===== config.mk =====
export PLATFORM = sky130hd
export DESIGN_NAME = decode_ctrl_pipe
export DESIGN_NICKNAME = d
export VERILOG_FILES = /design/src/rtl/decode_ctrl_pipe.sv
export SDC_FILE = /design/constraint.sdc
export NUM_CORES = 1
export LEC_CHECK = 0
export ABC_CLOCK_PERIOD_IN_PS = 2700
export CAP_MARGIN = 20
export CORE_MARGIN = 2
export CORE_UTILIZATION = 40
export DETAILED_ROUTE_END_ITERATION = 8
export PLACE_DENSITY_LB_ADDON = 0.15
export SKIP_LAST_GASP = 1
export SYNTH_ARGS = -nofsm -noshare
export SYNTH_HDL_FRONTEND = slang
export SYNTH_SLANG_ARGS = --single-unit

===== constraint.sdc =====
create_clock -name clk -period 2.7 [get_ports clk]
set_input_delay 0.54 -clock clk [delete_from_list [all_inputs] [get_ports clk]]
set_output_delay 0.54 -clock clk [all_outputs]
set_load 0.005 [all_outputs]

===== src/rtl/decode_ctrl_pipe.sv =====
// decode_ctrl_pipe -- registered RV32I instruction-decode stage (ID/EX register).
//
// Decodes instr into the control encodings used by the rest of the pipeline
// (ALUOp / EXTOp / NPCOp / WDSel / DMType) and holds them in an ID/EX register.
// The register uses valid/ready flow control. The stage inserts a bubble on a
// load-use hazard and clears its contents on flush.
//
// Optional feature: define MULDIV_EN to decode the M extension. A mul/div op
// then holds off new instructions for MULDIV_LAT cycles in total, using a small
// IDLE/BUSY FSM. With MULDIV_EN undefined, M-extension encodings decode as
// illegal and md_busy is tied to 0.
//
// Ports
//   clk, rst            clock and synchronous active-high reset
//   in_valid/in_ready   instr/pc handshake from IF (in_ready is combinational)
//   instr, pc_in        instruction word and its pc
//   ex_memread, ex_rd   load-in-EX information for the load-use hazard check
//   flush               kill the stage contents (taken branch/jump)
//   out_ready/out_valid ID/EX handshake with EX
//   pc_out, rs1/rs2/rd  registered pc and register fields
//   RegWrite..WDSel     registered control signals
//   illegal             registered: instruction is not in the supported set
//   md_busy             multi-cycle mul/div op in progress
module decode_ctrl_pipe #(
  parameter int XLEN       = 32,
  parameter int MULDIV_LAT = 4
) (
  input  logic            clk,
  input  logic            rst,
  input  logic            in_valid,
  output logic            in_ready,
  input  logic [31:0]     instr,
  input  logic [XLEN-1:0] pc_in,
  input  logic            ex_memread,
  input  logic [4:0]      ex_rd,
  input  logic            flush,
  input  logic            out_ready,
  output logic            out_valid,
  output logic [XLEN-1:0] pc_out,
  output logic [4:0]      rs1,
  output logic [4:0]      rs2,
  output logic [4:0]      rd,
  output logic            RegWrite,
  output logic            MemWrite,
  output logic            MemRead,
  output logic            ALUSrc,
  output logic [4:0]      ALUOp,
  output logic [5:0]      EXTOp,
  output logic [2:0]      NPCOp,
  output logic [2:0]      DMType,
  output logic [1:0]      WDSel,
  output logic            illegal,
  output logic            md_busy
);

  // Opcodes
  localparam logic [6:0] OP_R     = 7'b0110011;
  localparam logic [6:0] OP_I     = 7'b0010011;
  localparam logic [6:0] OP_LOAD  = 7'b0000011;
  localparam logic [6:0] OP_STORE = 7'b0100011;
  localparam logic [6:0] OP_BR    = 7'b1100011;
  localparam logic [6:0] OP_JAL   = 7'b1101111;
  localparam logic [6:0] OP_JALR  = 7'b1100111;
  localparam logic [6:0] OP_LUI   = 7'b0110111;
  localparam logic [6:0] OP_AUIPC = 7'b0010111;

  // ALUOp encodings
  localparam logic [4:0] ALU_NOP   = 5'b00000;
  localparam logic [4:0] ALU_LUI   = 5'b00001;
  localparam logic [4:0] ALU_AUIPC = 5'b00010;
  localparam logic [4:0] ALU_ADD   = 5'b00011;
  localparam logic [4:0] ALU_SUB   = 5'b00100;
  localparam logic [4:0] ALU_BNE   = 5'b00101;
  localparam logic [4:0] ALU_BLT   = 5'b00110;
  localparam logic [4:0] ALU_BGE   = 5'b00111;
  localparam logic [4:0] ALU_BLTU  = 5'b01000;
  localparam logic [4:0] ALU_BGEU  = 5'b01001;
  localparam logic [4:0] ALU_SLT   = 5'b01010;
  localparam logic [4:0] ALU_SLTU  = 5'b01011;
  localparam logic [4:0] ALU_XOR   = 5'b01100;
  localparam logic [4:0] ALU_OR    = 5'b01101;
  localparam logic [4:0] ALU_AND   = 5'b01110;
  localparam logic [4:0] ALU_SLL   = 5'b01111;
  localparam logic [4:0] ALU_SRL   = 5'b10000;
  localparam logic [4:0] ALU_SRA   = 5'b10001;

  // EXTOp one-hot immediate formats
  localparam logic [5:0] EXT_SHAMT = 6'b100000;
  localparam logic [5:0] EXT_I     = 6'b010000;
  localparam logic [5:0] EXT_S     = 6'b001000;
  localparam logic [5:0] EXT_B     = 6'b000100;
  localparam logic [5:0] EXT_U     = 6'b000010;
  localparam logic [5:0] EXT_J     = 6'b000001;

  localparam logic [2:0] NPC_PLUS4 = 3'b000;
  localparam logic [2:0] NPC_BR    = 3'b001;
  localparam logic [2:0] NPC_JAL   = 3'b010;
  localparam logic [2:0] NPC_JALR  = 3'b100;

  localparam logic [1:0] WD_ALU = 2'b00;
  localparam logic [1:0] WD_MEM = 2'b01;
  localparam logic [1:0] WD_PC  = 2'b10;

  localparam logic [2:0] DM_W  = 3'b000;
  localparam logic [2:0] DM_H  = 3'b001;
  localparam logic [2:0] DM_HU = 3'b010;
  localparam logic [2:0] DM_B  = 3'b011;
  localparam logic [2:0] DM_BU = 3'b100;

  localparam logic [0:0] IDLE = 1'b0;
  localparam logic [0:0] BUSY = 1'b1;

  typedef struct packed {
    logic [XLEN-1:0] pc;
    logic [4:0]      rs1;
    logic [4:0]      rs2;
    logic [4:0]      rd;
    logic            reg_write;
    logic            mem_write;
    logic            mem_read;
    logic            alu_src;
    logic [4:0]      alu_op;
    logic [5:0]      ext_op;
    logic [2:0]      npc_op;
    logic [2:0]      dm_type;
    logic [1:0]      wd_sel;
    logic            illegal;
  } idex_t;

  logic [6:0] opcode;
  logic [2:0] funct3;
  logic [6:0] funct7;
  assign opcode = instr[6:0];
  assign funct3 = instr[14:12];
  assign funct7 = instr[31:25];

  idex_t dec;
  idex_t q;
  logic  ill;
  logic  use_rs1;
  logic  use_rs2;
  logic  is_md;

  // ---------------------------------------------------------------------------
  // Combinational decode
  // ---------------------------------------------------------------------------
  always_comb begin
    dec     = '0;
    ill     = 1'b0;
    use_rs1 = 1'b0;
    use_rs2 = 1'b0;
    is_md   = 1'b0;
    dec.pc  = pc_in;
    dec.rs1 = instr[19:15];
    dec.rs2 = instr[24:20];
    dec.rd  = instr[11:7];
    unique case (opcode)
      OP_R: begin
        use_rs1       = 1'b1;
        use_rs2       = 1'b1;
        dec.reg_write = 1'b1;
        dec.wd_sel    = WD_ALU;
        if (funct7 == 7'b0000000) begin
          unique case (funct3)
            3'b000:  dec.alu_op = ALU_ADD;
            3'b001:  dec.alu_op = ALU_SLL;
            3'b010:  dec.alu_op = ALU_SLT;
            3'b011:  dec.alu_op = ALU_SLTU;
            3'b100:  dec.alu_op = ALU_XOR;
            3'b101:  dec.alu_op = ALU_SRL;
            3'b110:  dec.alu_op = ALU_OR;
            default: dec.alu_op = ALU_AND;
          endcase
        end else if (funct7 == 7'b0100000 && funct3 == 3'b000) begin
          dec.alu_op = ALU_SUB;
        end else if (funct7 == 7'b0100000 && funct3 == 3'b101) begin
          dec.alu_op = ALU_SRA;
`ifdef MULDIV_EN
        end else if (funct7 == 7'b0000001) begin
          is_md      = 1'b1;
          // mul..remu occupy 10010..11001 in funct3 order
          dec.alu_op = 5'b10010 + {2'b00, funct3};
`endif
        end else begin
          ill = 1'b1;
        end
      end
      OP_I: begin
        use_rs1       = 1'b1;
        dec.reg_write = 1'b1;
        dec.alu_src   = 1'b1;
        dec.ext_op    = EXT_I;
        unique case (funct3)
          3'b000: dec.alu_op = ALU_ADD;
          3'b010: dec.alu_op = ALU_SLT;
          3'b011: dec.alu_op = ALU_SLTU;
          3'b100: dec.alu_op = ALU_XOR;
          3'b110: dec.alu_op = ALU_OR;
          3'b111: dec.alu_op = ALU_AND;
          3'b001: begin
            dec.ext_op = EXT_SHAMT;
            dec.alu_op = ALU_SLL;
            ill        = (funct7 != 7'b0000000);
          end
          default: begin // 3'b101: srli / srai
            dec.ext_op = EXT_SHAMT;
            if (funct7 == 7'b0000000)      dec.alu_op = ALU_SRL;
            else if (funct7 == 7'b0100000) dec.alu_op = ALU_SRA;
            else                           ill = 1'b1;
          end
        endcase
      end
      OP_LOAD: begin
        use_rs1       = 1'b1;
        dec.reg_write = 1'b1;
        dec.mem_read  = 1'b1;
        dec.alu_src   = 1'b1;
        dec.ext_op    = EXT_I;
        dec.alu_op    = ALU_ADD;
        dec.wd_sel    = WD_MEM;
        unique case (funct3)
          3'b000:  dec.dm_type = DM_B;
          3'b001:  dec.dm_type = DM_H;
          3'b010:  dec.dm_type = DM_W;
          3'b100:  dec.dm_type = DM_BU;
          3'b101:  dec.dm_type = DM_HU;
          default: ill = 1'b1;
        endcase
      end
      OP_STORE: begin
        use_rs1       = 1'b1;
        use_rs2       = 1'b1;
        dec.mem_write = 1'b1;
        dec.alu_src   = 1'b1;
        dec.ext_op    = EXT_S;
        dec.alu_op    = ALU_ADD;
        unique case (funct3)
          3'b000:  dec.dm_type = DM_B;
          3'b001:  dec.dm_type = DM_H;
          3'b010:  dec.dm_type = DM_W;
          default: ill = 1'b1;
        endcase
      end
      OP_BR: begin
        use_rs1    = 1'b1;
        use_rs2    = 1'b1;
        dec.ext_op = EXT_B;
        dec.npc_op = NPC_BR;
        unique case (funct3)
          3'b000:  dec.alu_op = ALU_SUB;   // beq compares via subtract
          3'b001:  dec.alu_op = ALU_BNE;
          3'b100:  dec.alu_op = ALU_BLT;
          3'b101:  dec.alu_op = ALU_BGE;
          3'b110:  dec.alu_op = ALU_BLTU;
          3'b111:  dec.alu_op = ALU_BGEU;
          default: ill = 1'b1;
        endcase
      end
      OP_JAL: begin
        dec.reg_write = 1'b1;
        dec.ext_op    = EXT_J;
        dec.npc_op    = NPC_JAL;
        dec.wd_sel    = WD_PC;
      end
      OP_JALR: begin
        use_rs1       = 1'b1;
        dec.reg_write = 1'b1;
        dec.alu_src   = 1'b1;
        dec.ext_op    = EXT_I;
        dec.alu_op    = ALU_ADD;
        dec.npc_op    = NPC_JALR;
        dec.wd_sel    = WD_PC;
        ill           = (funct3 != 3'b000);
      end
      OP_LUI: begin
        dec.reg_write = 1'b1;
        dec.alu_src   = 1'b1;
        dec.ext_op    = EXT_U;
        dec.alu_op    = ALU_LUI;
      end
      OP_AUIPC: begin
        dec.reg_write = 1'b1;
        dec.alu_src   = 1'b1;
        dec.ext_op    = EXT_U;
        dec.alu_op    = ALU_AUIPC;
      end
      default: ill = 1'b1;
    endcase
    // An illegal instruction keeps its fields but has no side effects.
    if (ill) begin
      dec.reg_write = 1'b0;
      dec.mem_write = 1'b0;
      dec.mem_read  = 1'b0;
      dec.alu_src   = 1'b0;
      dec.alu_op    = ALU_NOP;
      dec.ext_op    = '0;
      dec.npc_op    = NPC_PLUS4;
      dec.dm_type   = DM_W;
      dec.wd_sel    = WD_ALU;
      dec.illegal   = 1'b1;
      use_rs1       = 1'b0;
      use_rs2       = 1'b0;
      is_md         = 1'b0;
    end
  end

  // ---------------------------------------------------------------------------
  // Flow control
  // ---------------------------------------------------------------------------
  logic       state;
  logic       fire_out;
  logic       hazard;
  logic       accept;

  assign fire_out = ~out_valid | out_ready;
  assign hazard   = in_valid & ex_memread & (ex_rd != 5'd0) &
                    ((use_rs1 & (ex_rd == dec.rs1)) | (use_rs2 & (ex_rd == dec.rs2)));
  assign in_ready = fire_out & ~hazard & ~flush & (state == IDLE);
  assign accept   = in_valid & in_ready;

`ifdef MULDIV_EN
  localparam int CNT_W = (MULDIV_LAT > 1) ? $clog2(MULDIV_LAT + 1) : 1;
  logic [CNT_W-1:0] cnt;
  logic             busy_q;

  // The counter runs independently of out_ready: a stalled EX does not
  // extend the mul/div occupancy.
  always_ff @(posedge clk) begin
    if (rst || flush) begin
      state  <= IDLE;
      cnt    <= '0;
      busy_q <= 1'b0;
    end else if (state == IDLE) begin
      if (accept && is_md && (MULDIV_LAT > 1)) begin
        state  <= BUSY;
        cnt    <= CNT_W'(MULDIV_LAT - 1);
        busy_q <= 1'b1;
      end
    end else begin
      cnt <= cnt - 1'b1;
      if (cnt == CNT_W'(1)) begin
        state  <= IDLE;
        busy_q <= 1'b0;
      end
    end
  end
  assign md_busy = busy_q;
`else
  assign state   = IDLE;
  assign md_busy = 1'b0;
`endif

  // ---------------------------------------------------------------------------
  // ID/EX register
  // ---------------------------------------------------------------------------
  always_ff @(posedge clk) begin
    if (rst || flush) begin
      out_valid <= 1'b0;
      q         <= '0;
    end else if (fire_out) begin
      if (accept) begin
        out_valid <= 1'b1;
        q         <= dec;
      end else begin
        // Bubble: zeroed controls guarantee no write side effects.
        out_valid <= 1'b0;
        q         <= '0;
      end
    end
  end

  assign pc_out   = q.pc;
  assign rs1      = q.rs1;
  assign rs2      = q.rs2;
  assign rd       = q.rd;
  assign RegWrite = q.reg_write;
  assign MemWrite = q.mem_write;
  assign MemRead  = q.mem_read;
  assign ALUSrc   = q.alu_src;
  assign ALUOp    = q.alu_op;
  assign EXTOp    = q.ext_op;
  assign NPCOp    = q.npc_op;
  assign DMType   = q.dm_type;
  assign WDSel    = q.wd_sel;
  assign illegal  = q.illegal;

endmodule

==> results_dict.tcl <==
set metrics [dict create \
    fin_crit_ns 2.67 \
    cp.depth 7 \
    syn2layout_area_growth_pct 73.8 \
    io_pins 149 \
    min_to "EXTOp[1]$_SDFFE_PP0N_" \
    synthTopCellsByArea "dfxtp_1 49%, a22o_1 14%, nand2_1 4.1%" \
    cp.buffers_inverters 2 \
    worstPathArrival_ns 2.13 \
    timing.final.crit_share 0.989 \
    r2r_start "out_valid$_SDFFE_PP0N_" \
    clockRootBuffer "clkbuf_8" \
    synth-async-reset-ratio 0 \
    firstDrtPassIters 4 \
    path_cells "clkdlybuf4s50_1 -> xor2_1 -> nor4_1 -> and4_1 -> o21a_1 -> a21oi_1 -> buf_2" \
    tritoncts "done" \
    clock_skew_ns 0.0107 \
    p_leak_nw 1.97 \
    crit_required_ns 2.16 \
    wl_per_cell_um 15.0 \
    cts_buffers 9 \
    start_kind "primary input" \
    hp-start "EXTOp[1]$_SDFFE_PP0N_" \
    htree_levels 3 \
    dp_cells 568 \
    swShare 0.239 \
    avgViaCountPerCell 5.12 \
    yosysTopAreaCellShare 0.488 \
    holdPathStages 2 \
    die_w_um 89.3 \
    synth_area_sq_mm 0.00291 \
    critPathCaptureType "primary output" \
    p_per_area_mw_per_mm2 440 \
    place.gp.congestion 0.898 \
    crit_family "simple AND/OR/NAND/NOR gates" \
    p_clk_frac 0.364 \
    synth_nets 378 \
    overflow 0 \
    criticalPathCategory "in -> out" \
    track_usage 0.212 \
    max-cap-violations 0 \
    via_count 3013 \
    clk-insertion-delay-late_ns 0.34 \
    start_util 0.408 \
    hold_path_class "reg -> reg" \
    synth_area_leader_cell "dfxtp_1" \
    rows 31 \
    grt_max_degree 48 \
    hold_violations 0 \
    antenna_found_initial 0 \
    power_mw 2.23 \
    r2r_cells 5 \
    yosysWarningCount 0 \
    drt_iter0_markers 142 \
    fin_util 0.709 \
    die_h_um 89.3 \
    synth_ff_type "dfxtp_1" \
    synth_edf_count 0 \
    drive_above_1_share 0.180 \
    cts.sinks 71 \
    path_clk_slew_ns 0.07 \
    setup_viol_count_final 0 \
    clock_path_buffers 2 \
    drt_wl_total_um 8830 \
    cpMaxStageDelayCell "clkdlybuf4s50_1" \
    nets 560 \
    io_buffers 147 \
    synth.avg_cell_area_sq_um 9.60 \
    switching_power_uw 531 \
    core-area_sq_mm 0.00714 \
    ys_seq_area_frac 0.488 \
    critPathMaxFanout 2 \
    timing.fmax_mhz 374 \
    instances_no_fill 588 \
    postSynthCellCount 303 \
    drc 0 \
    reg2reg_slack_ns 1.05 \
    ant_nets 0 \
    synth-seq-cells 71 \
    die-area_sq_mm 0.00797 \
    status "completed" \
    pwr-share-seq 0.484 \
    synth_cell_type_count 46 \
    rr_endpoint "ALUOp[3]$_SDFFE_PP0N_" \
    p_int_mw 1.70 \
    fillers 604 \
    grt_pass1_wl_um 13100 \
    ir_worst_vdd_uv 244 \
    slowest_delay_ns 0.45 \
    pwr-share-comb 0.152 \
    antenna_cells 0 \
    dpl.hpwl_um 6520 \
    slew_viol_final 0 \
    first_global_vias 2810 \
]
placed cells by master (no fill, tap or decap), types with 2 or more instances in the layout:
cell	count
a211oi_1	3
a21o_1	2
a21oi_1	8
a21oi_2	2
a22o_1	47
buf_12	3
buf_2	4
buf_4	44
buf_6	2
clkbuf_8	9
clkdlybuf4s15_1	2
clkdlybuf4s50_1	132
clkinv_2	3
dfxtp_1	71
dlygate4sd2_1	5
dlymetal6s2s_1	4
inv_1	6
nand2_1	32
nand2b_1	4
nand3_1	7
nand3b_1	2
nand4_1	5
nor2_1	12
nor2b_1	3
nor4_1	3
o21ai_0	23
o311a_1	2
o31ai_1	4
o31ai_2	3
o41ai_1	2
or2_2	2
xnor2_1	6
xor2_1	6
how the worst max path moves through the flow:
stage / startpoint / to / slack [ns]
after global routing: instr[5] / in_ready / -0.05
final: ex_rd[3] / in_ready / 0.03
after detailed placement: instr[0] / in_ready / -0.63
after global placement: instr[0] / in_ready / -0.55
after CTS: instr[27] / in_ready / 0.007
after floorplan: instr[26] / ALUOp[0]$_SDFFE_PP0N_ / 0.21
area by class of cell:
| class | instances | area, sq um | area share |
|---|---|---|---|
| repair buffers | 196 | 1870 | 0.369 |
| multi-input cells | 201 | 1440 | 0.284 |
| flip-flops and latches | 71 | 1420 | 0.281 |
| clock buffers | 9 | 124 | 0.0245 |
| well taps | 99 | 124 | 0.0245 |
| clock inverters | 6 | 61.3 | 0.0121 |
| inverters | 6 | 22.5 | 0.00445 |
metal layers:
| layer | global-route usage | wire length, um |
|---|---|---|
| met3 | 0.0646 | 657 |
| met5 | 0 | 0 |
| met2 | 0.349 | 4400 |
| met1 | 0.261 | 3690 |
| met4 | 0.0841 | 82 |
metrics by stage:
step           TNS [ns]  cell area (sq um)  setup WS [ns]  hold WS (ns)
2_1_floorplan         0               2910          0.207         0.444
3_3_place_gp     -13.98               4770         -0.555         0.436
3_5_place_dp     -18.99               4770         -0.634         0.442
4_1_cts               0               5000        0.00730         0.459
5_1_grt         -0.0607               5060        -0.0477         0.490
6_report              0               5060         0.0295         0.453
power by group through the flow:
stage                     Clock, mW  Sequential, mW  Combinational (mW)
final                         0.811            1.08               0.338
after global routing          0.882            1.08               0.362
after CTS                     0.830            1.08               0.330
after detailed placement          0            1.10               0.326
after global placement            0            1.10               0.321
after floorplan                   0            1.10              0.0973
sequential cells by signal (all words and copies together) (netlist names):
name	count
MemWrite	1
pc_out	32
rs1	5
EXTOp	6
illegal	1
ALUSrc	1
out_valid	1
WDSel	2
RegWrite	1
rs2	5
NPCOp	3
ALUOp	5
rd	5
DMType	3
logic make-up after synthesis:
family                 Yosys count  share of synthesized area
AO/OA/AOI/OAI                  109                      0.287
flip-flops                      71                      0.488
XOR/XNOR                        12                     0.0361
buffers and inverters           31                     0.0473
AND/OR/NAND/NOR                 79                      0.140
other                            1                    0.00129
cell usage after synthesis, drive strengths merged, types with 5 or more instances:
library cell / count
o21ai: 23
dfxtp: 71
a21oi: 11
inv: 6
o31ai: 8
xor2: 6
nor2: 12
xnor2: 6
a22o: 47
buf: 8
clkbuf: 17
nand3: 7
nand4: 5
nand2: 32
worst min-delay path, delay by kind of cell (launching register included):
family           cells  cell delay [ns]
flip-flops           1             0.33
AND/OR/NAND/NOR      1             0.05
AO/OA/AOI/OAI        1             0.05
what timing repair did:
| item | in CTS | in global routing |
|---|---|---|
| gates cloned | 0 | 0 |
| resized for setup | 31 | 9 |
| hold buffers | 0 | 0 |
| setup endpoints to repair | 21 | 17 |
| buffers inserted | 3 | 2 |
| pin swaps | 9 | 7 |
Note: power is estimated with default switching activity, not from simulation.
